## config.mk

```make
export PLATFORM = sky130hd
export DESIGN_NAME = layer_argmax
export DESIGN_NICKNAME = d
export VERILOG_FILES = /design/src/rtl/layer_argmax.sv
export SDC_FILE = /design/constraint.sdc
export NUM_CORES = 1
export LEC_CHECK = 0
export ABC_AREA = 1
export CORE_MARGIN = 3
export CORE_UTILIZATION = 58
export CTS_CLUSTER_SIZE = 10
export DETAILED_ROUTE_END_ITERATION = 16
export PLACE_DENSITY_LB_ADDON = 0.25
export SKIP_CTS_REPAIR_TIMING = 1
export SYNTH_ARGS = -nofsm -noshare
export SYNTH_HDL_FRONTEND = slang
export SYNTH_SLANG_ARGS = --single-unit
```

## constraint.sdc

```tcl
create_clock -name clk -period 6.5 [get_ports clk]
set_input_delay 1.95 -clock clk [delete_from_list [all_inputs] [get_ports clk]]
set_output_delay 1.95 -clock clk [all_outputs]
set_load 0.1 [all_outputs]
```

## src/rtl/layer_argmax.sv

```systemverilog
// ---------------------------------------------------------------------------
// layer_argmax
//
// Output classifier stage. On an accepted start the activation vector is
// copied into a snapshot, then scanned one element per cycle to find the
// largest value. Index, value and a confidence flag are published with a
// one-cycle done pulse and held until the next classification completes.
//
// Ports
//   clk             : rising-edge clock
//   rst             : synchronous active-high reset, highest priority
//   start           : classification request, sampled only in IDLE
//   inputActivation : NsInLayer activations of dataWidth bits, unsigned
//   busy            : high while scanning and during the done cycle
//   done            : one-cycle pulse, results valid from this cycle on
//   classIndex      : index of the maximum activation (lowest index on ties)
//   maxValue        : value of the maximum activation
//   confident       : maxValue >= confThreshold
//   dbgState        : current FSM state encoding (observation only)
//
// Handshake: start is a single-cycle request qualified only by the FSM being
// in IDLE; any start seen while busy is high is dropped, never queued.
// ---------------------------------------------------------------------------
module layer_argmax #(
  parameter int                   dataWidth     = 8,
  parameter int                   NsInLayer     = 10,
  parameter logic [dataWidth-1:0] confThreshold = dataWidth'(128),
  parameter int                   idxWidth      = (NsInLayer > 1) ? $clog2(NsInLayer) : 1
) (
  input  logic                 clk,
  input  logic                 rst,
  input  logic                 start,
  input  logic [dataWidth-1:0] inputActivation [NsInLayer-1:0],
  output logic                 busy,
  output logic                 done,
  output logic [idxWidth-1:0]  classIndex,
  output logic [dataWidth-1:0] maxValue,
  output logic                 confident,
  output logic [1:0]           dbgState
);

  typedef enum logic [1:0] {
    S_IDLE = 2'd0,
    S_SCAN = 2'd1,
    S_DONE = 2'd2
  } state_t;

  state_t               r_state;
  state_t               w_state_next;

  logic [dataWidth-1:0] r_snap [NsInLayer-1:0];
  logic [dataWidth-1:0] r_best_val;
  logic [idxWidth-1:0]  r_best_idx;
  logic [idxWidth-1:0]  r_ptr;

  logic                 r_busy;
  logic                 r_done;
  logic [idxWidth-1:0]  r_class_index;
  logic [dataWidth-1:0] r_max_value;
  logic                 r_confident;

  logic [dataWidth-1:0] w_sel_val;
  logic                 w_last;
  logic [dataWidth-1:0] w_scan_val;
  logic [idxWidth-1:0]  w_scan_idx;
  logic [dataWidth-1:0] w_fin_val;
  logic [idxWidth-1:0]  w_fin_idx;
  logic                 w_enter_done;

  // Pointer start value; a single-element layer never scans, so it stays 0.
  localparam logic [idxWidth-1:0] PtrInit = (NsInLayer > 1) ? idxWidth'(1) : '0;

  // Snapshot element selected by ptr. Written as a compare-per-element mux so
  // the index width never has to match the array depth exactly.
  always_comb begin
    w_sel_val = '0;
    for (int i = 0; i < NsInLayer; i++) begin
      if (r_ptr == idxWidth'(i)) begin
        w_sel_val = r_snap[i];
      end
    end
  end

  assign w_last = (r_ptr == idxWidth'(NsInLayer - 1));

  // Strict compare keeps the earliest index on ties.
  always_comb begin
    w_scan_val = r_best_val;
    w_scan_idx = r_best_idx;
    if (w_sel_val > r_best_val) begin
      w_scan_val = w_sel_val;
      w_scan_idx = r_ptr;
    end
  end

  // Next-state and the values that the result registers capture on DONE entry.
  always_comb begin
    w_state_next = r_state;
    w_fin_val    = r_best_val;
    w_fin_idx    = r_best_idx;
    case (r_state)
      S_IDLE: begin
        if (start) begin
          w_state_next = (NsInLayer == 1) ? S_DONE : S_SCAN;
          // Only used when the layer has one element and skips SCAN.
          w_fin_val    = inputActivation[0];
          w_fin_idx    = '0;
        end
      end
      S_SCAN: begin
        w_fin_val = w_scan_val;
        w_fin_idx = w_scan_idx;
        if (w_last) begin
          w_state_next = S_DONE;
        end
      end
      S_DONE: begin
        w_state_next = S_IDLE;
      end
      default: begin
        w_state_next = S_IDLE;
      end
    endcase
  end

  assign w_enter_done = (w_state_next == S_DONE) && (r_state != S_DONE);

  always_ff @(posedge clk) begin
    if (rst) begin
      r_state       <= S_IDLE;
      for (int i = 0; i < NsInLayer; i++) begin
        r_snap[i] <= '0;
      end
      r_best_val    <= '0;
      r_best_idx    <= '0;
      r_ptr         <= '0;
      r_busy        <= 1'b0;
      r_done        <= 1'b0;
      r_class_index <= '0;
      r_max_value   <= '0;
      r_confident   <= 1'b0;
    end else begin
      r_state <= w_state_next;
      r_busy  <= (w_state_next != S_IDLE);
      r_done  <= w_enter_done;

      case (r_state)
        S_IDLE: begin
          if (start) begin
            for (int i = 0; i < NsInLayer; i++) begin
              r_snap[i] <= inputActivation[i];
            end
            r_best_val <= inputActivation[0];
            r_best_idx <= '0;
            r_ptr      <= PtrInit;
          end
        end
        S_SCAN: begin
          r_best_val <= w_scan_val;
          r_best_idx <= w_scan_idx;
          if (!w_last) begin
            r_ptr <= r_ptr + idxWidth'(1);
          end
        end
        default: begin
        end
      endcase

      // Published results change only here and are held otherwise.
      if (w_enter_done) begin
        r_class_index <= w_fin_idx;
        r_max_value   <= w_fin_val;
        r_confident   <= (w_fin_val >= confThreshold);
      end
    end
  end

  assign busy       = r_busy;
  assign done       = r_done;
  assign classIndex = r_class_index;
  assign maxValue   = r_max_value;
  assign confident  = r_confident;
  assign dbgState   = r_state;

endmodule
```

==> metrics.md, run 1 <==
| Metric | Value |
|---|---|
| Post-DRT Antenna Nets | 0 |
| Clock slew at reported path FFs | approximately 0.060 ns |
| EDFF count, synth | 80 |
| Routability cong. | between 0.8 and 0.9 |
| Seq/Total Area, Yosys | between 50% and 60% |
| Clk Latency, worst-skew pair | roughly 0.52 ns |
| Die height | about 110 um |
| Number of max-cap violations | 0 |
| H-Tree Depth | 4 |
| Yosys warnings | 0 |
| Post-synthesis register bit count | about 110 |
| Leak | roughly 3.5 nW |
| Crit start category | flop |
| Num ports | 100 |
| Final Hold Slack | roughly 0.47 ns |
| Initial Util | about three fifths |
| Period utilization | 69.0% |
| CP delay by family, top | buffers and inverters |
| Vias | roughly 5000 |
| Syn Inst Count | roughly 710 |
| Clock Skews | 0.0109 ns |
| Worst-Margin Slew | approximately 1.1 ns |
| Critical path's slowest cell | clkdlybuf4s50_1 |
| First-pass GRT wire length | 23400 um |
| Synthesized net count | about 800 |
| Mapped Area | ~6000 sq um |
| Ant diodes | 0 |
| Asr flop ratio synth | 0% |
| Fillers | between 600 and 700 |
| Fin Setup TNS | 0 ns |
| Die area | around 11000 sq um |
| Antenna violations before repair | 0 |
| Worst-path maximum fanout | 20 |
| Status | finished, final reports clean |
| Max incr delay on CP | 1.26 ns |
| Commonest non-fill, non-tap cells in the layout | 161 x inv_1, 136 x nand2_1, 114 x nor2_1 |
| Post-DP HPWL | about 10000 um |
| Die Width | approximately 110 um |
| Reg2reg setup slack | 2.56 ns |
| Buffers on Ports | 99 |
| Total CTS buffers | 17 |
| TritonCTS Sinks | 113 |
| Dpl ws | 1.80 ns |
| Crit path kind | reg2out |
| Setup crit end kind | primary output |
| Synth cell types | 36 |
| Rows | 35 |
| Avg Synthesized Cell Area | between 8 and 9 sq um |
| Primary FF master, synth | edfxtp_1 |
| Worst VDD drop | ~0.16 mV |
| Most common cell after layout, fill and taps aside | inv_1 |
| DR WL/cell | 15.1 um |
| Worst setup margin | slightly above 2 ns |
| Root Driver | clkbuf_8 |
| Critical path data arrival time | ~2.5 ns |
| Largest net degree at the start of global routing | 83 |
| First-pass DRT Iterations | 5 |
| Placed Instances | just over 900 |
| Worst hold path type | reg2reg |
| Final WL | 14400 um |
| Vias in the first global route | around 4900 |
| Initial DRC count | approximately 340 |
| Power density cells | ~280 nW/um^2 |
| Slew Limit Headroom | about 28% |
| Total global routing overflow | 0 |
| Unrepaired setup endpoints after global routing | no |
| Layout area overhead | 28.4% |
| Bufs and invs on worst path | 1 |
| Share of layout cells above drive strength 1 | between 9 and 10% |
| Slew Limit Fails | 0 |
| Layout Cells excl Fill | 955 |
| GRT Overall Usage | between 20% and 30% |
| Setup violators final | 0 |
| Fin nets | around 910 |
| Worst path required time | roughly 4.6 ns |
| Via density | 5.22 |
| Critical Path, Cell by Cell | clkdlybuf4s50_1 |
| Clock buffer depth | 2 |
| Drt drc | 0 |
| Final Critical Period | between 4 and 5 ns |
| Fmax achieved | 223 MHz |
| Core area | 9500 sq um |
| Final hold violations | 0 |
| CTS tree | built |
## path summary, 6_finish.rpt
kind,start,endpoint,cells past startpoint
worst max register to register,r_ptr[0],maxValue[7],22
worst max-delay path,dbgState[1],dbgState[1],1
worst min-delay path,confident,confident,2
worst min register to register,confident,confident,2
## metrics by stage
step	power (mW)	instance area (sq um)	utilization (%)
2_1_floorplan	1.03	5830	-
4_1_cts	2.08	7490	78.8
3_3_place_gp	1.14	6890	72.5
6_report	2.07	7490	78.8
5_1_grt	2.15	7490	78.8
3_5_place_dp	1.15	6890	72.5
## synthesized netlist by cell type (6+ instances only)
master | n | area, sq um
nand3_2 | 7 | 70.1
nor2_1 | 114 | 428
inv_1 | 161 | 604
nand2_1 | 138 | 518
or2_2 | 8 | 50.1
ha_1 | 12 | 150
a221oi_1 | 8 | 70.1
inv_2 | 6 | 22.5
nand3_1 | 42 | 210
o21ai_0 | 25 | 125
dfxtp_1 | 33 | 661
edfxtp_1 | 80 | 2400
clkbuf_1 | 12 | 45.0
a21oi_1 | 12 | 60.1
## layout make-up
cell class	instances	area, sq um	area share, %
inverter	168	632	8.44
timing repair buffer	101	1010	13.4
clock buffer	17	414	5.53
clock inverter	15	183	2.44
tap	129	161	2.16
sequential	113	3060	40.9
multi-input combinational	412	2030	27.1
## registers in the layout, summed over array words and instances (netlist names)
name,count
classIndex,4
maxValue,8
done,1
dbgState,2
r_snap,80
busy,1
r_best_val,8
confident,1
r_best_idx,4
r_ptr,4
## report_power, final
| part | internal [mW] | switching [mW] |
|---|---|---|
| registers | 0.826 | 0.0173 |
| logic | 0.113 | 0.187 |
| clock network | 0.587 | 0.343 |
| total | 1.53 | 0.547 |
## kinds of logic after synthesis
logic type                 count (synthesis)  share of synthesized area (%)
AOI/OAI and AO/OA                         63                           6.68
adders and majority gates                 12                           2.58
buffers and inverters                    189                           12.8
DFF                                      113                           52.5
and+or+nand+nor                          337                           25.4
## per-layer routing
metal | global-route usage (%) | vias to the layer above | wire [um]
met5 | 0 | - | 0
met4 | 11.5 | 0 | 406
met3 | 5.10 | 38 | 961
met2 | 45.2 | 226 | 7210
met1 | 33.6 | 2303 | 5840
li1 | - | 2415 | -
## worst min-delay path, cell delays in order (launching register included)
cell	delay (ns)
dfxtp_1	0.31
nand2_1	0.06
a21oi_1	0.05
Power figures use the tool's default switching activity.
==> run 2: changes to the inputs <==
Settings changed: CORE_UTILIZATION 58 to 48.
Clock period 6.5 ns to 3.95 ns, I/O delays scaled along.
==> run 2 against run 1 <==
- combinational power grew 63%
- clock power grew 53%
- sequential power grew 65%
- routed wire length shrank 6.3%
- core utilization shrank 14 points
- worst setup slack lost 1.6 ns
- largest power group unchanged
- power grew 59%
- die area grew 20%
- register-to-register slack lost 2.1 ns
==> metrics.md, run 2 (synthesized netlist as in run 1, its figures left out) <==
| Metric | Value |
|---|---|
| Status | finished, final reports clean |
| Ant diodes | 0 (unchanged) |
| Worst hold path type | reg2reg |
| H-Tree Depth | 4 (unchanged) |
| Unrepaired setup endpoints after global routing | no |
| Layout area overhead | 28.8% |
| Share of layout cells above drive strength 1 | 11.0% (+1.9 points) |
| Max incr delay on CP | 0.33 ns (-0.93 ns) |
| Clock Skews | 0.00736 ns (-0.00350 ns) |
| Fin Setup TNS | 0 ns (unchanged) |
| Placed Area | 6960 sq um (+0.94%) |
| Die height | 116 um (+9.4%) |
| Max reg flops | 80 (unchanged) |
| Commonest non-fill, non-tap cells in the layout | 160 x inv_1, 136 x nand2_1, 114 x nor2_1 |
| Clk Latency, worst-skew pair | 0.41 ns (-0.11 ns) |
| Antenna violations before repair | 0 (unchanged) |
| Crit start category | flop |
| Initial Util | 50.0% (-11 points) |
| GRT Overall Usage | 21.1% (-5.7 points) |
| CTS tree | built |
| Register with the most flip-flops | r_snap |
| Worst setup margin | 0.437 ns (-1.57 ns) |
| Num ports | 100 (unchanged) |
| Buffers on Ports | 99 (unchanged) |
| CP dominant cell by count | nand2_1 |
| DR WL/cell | 13.9 um (-7.9%) |
| Total global routing overflow | 0 (unchanged) |
| Final Critical Period | roughly 3.5 ns |
| Worst VDD drop | 0.369 mV (+130%) |
| Critical path's slowest cell | dfxtp_1 |
| Vias | 4793 (-3.8%) |
| Slew Limit Headroom | 34.7% (+6.8 points) |
| Fillers | 973 (+49%) |
| CP delay by family, top | simple AND/OR/NAND/NOR gates |
| Setup violators final | 0 (unchanged) |
| Leak | 3.55 nW (+1.1%) |
| Crit path kind | reg2reg |
| Die area | 13500 sq um (+20%) |
| Bufs and invs on worst path | 4 (+3) |
| Clock slew at reported path FFs | 0.05 ns (about the same) |
| Final WL | 13500 um (-6.3%) |
| Core Util, Final | 64.4% (-14 points) |
| Placed Instances | 942 (+2.1%) |
| Dpl ws | 0.376 ns (-1.42 ns) |
| First-pass GRT wire length | 21700 um (-7.2%) |
| Die Width | 116 um (+9.4%) |
| Rows | 39 (+11%) |
| Vias in the first global route | 4680 (-5.1%) |
| First-pass DRT Iterations | 5 (unchanged) |
| Routability cong. | 0.953 (+13%) |
| Critical path data arrival time | 3.85 ns (+1.31 ns) |
| Post-DRT Antenna Nets | 0 (unchanged) |
| Initial DRC count | 334 (-0.89%) |
| Worst-Margin Slew | 0.976 ns (-0.105 ns) |
| Post-DP HPWL | 9820 um (-1.6%) |
| Core area | 11700 sq um (+23%) |
| Fin nets | 913 (+0.55%) |
| Most common cell after layout, fill and taps aside | inv_1 |
| Drt drc | 0 (unchanged) |
| Worst-path maximum fanout | 8 (-60%) |
| Slew Limit Fails | 0 (unchanged) |
| Worst path required time | 4.29 ns (-0.26 ns) |
| Power density cells | 440 nW/um^2 (+59%) |
| Final hold violations | 0 (unchanged) |
| Clock buffer depth | 2 (unchanged) |
| Largest net degree at the start of global routing | 34 (-59%) |
| Design area | 7510 sq um (+0.30%) |
| Layout Cells excl Fill | 972 (+1.8%) |
| Root Driver | clkbuf_16 |
| Reg2reg setup slack | 0.44 ns (-2.12 ns) |
| Setup crit end kind | flop |
| Total CTS buffers | 17 (unchanged) |
| Period utilization | slightly below 90% |
| Fmax achieved | 285 MHz |
| Via density | 4.93 (-5.5%) |
| TritonCTS Sinks | 113 (unchanged) |
| Number of max-cap violations | 0 (unchanged) |
run 2: worst reg2reg max path, stage by stage, from the launching register on:
cell and delay [ns]:
dfxtp_1 0.33, inv_1 0.14, ha_1 0.31, inv_1 0.12, nor2_2 0.21, nand3_1 0.11, nand3_1 0.08, nand2_1 0.07
nand2_1 0.09, nand2_1 0.07, nand2_1 0.06, nand3_1 0.08, nand3_1 0.11, nand2_1 0.06, inv_1 0.06, ha_1 0.24
a21oi_1 0.15, o21ai_0 0.09, nand2_1 0.08, o211ai_1 0.11, nand2_1 0.13, nand2_1 0.18, o21ai_0 0.20, inv_1 0.07
nand2_2 0.07, nand3_2 0.06, a21oi_1 0.15
run 2: path summary, 6_finish.rpt:
kind / cells past startpoint / from / end
max: 26 / r_ptr[1] / confident
min: 2 / maxValue[7] / maxValue[7]
max reg2reg: 26 / r_ptr[1] / confident
min reg2reg: 2 / maxValue[7] / maxValue[7]
run 2: final cells by class:
type	instances	area, sq um	area share [%]
repair buffers	106	1050	14.0
clock inverters	12	120	1.60
well taps	143	179	2.38
clock buffers	18	429	5.71
multi-input cells	412	2030	27.1
flip-flops and latches	113	3060	40.8
inverters	168	632	8.41
run 2: stage by stage:
stage / hold WS [ns] / power, mW
finish: 0.478 / 3.30
global route: 0.527 / 3.44
CTS: 0.472 / 3.32
detailed placement: 0.466 / 1.89
global placement: 0.465 / 1.88
floorplan: 0.468 / 1.70
run 2: power by group:
group	switching (mW)	total (mW)	internal [mW]
clock	0.514	1.42	0.909
combinational	0.293	0.489	0.196
sequential	0.0326	1.39	1.36
total	0.840	3.30	2.46
run 2: layer usage:
metal	GRT usage, %	wire length, um
met5	0	0
met1	24.7	5570
met3	5.44	736
met2	37.4	6920
met4	7.50	287
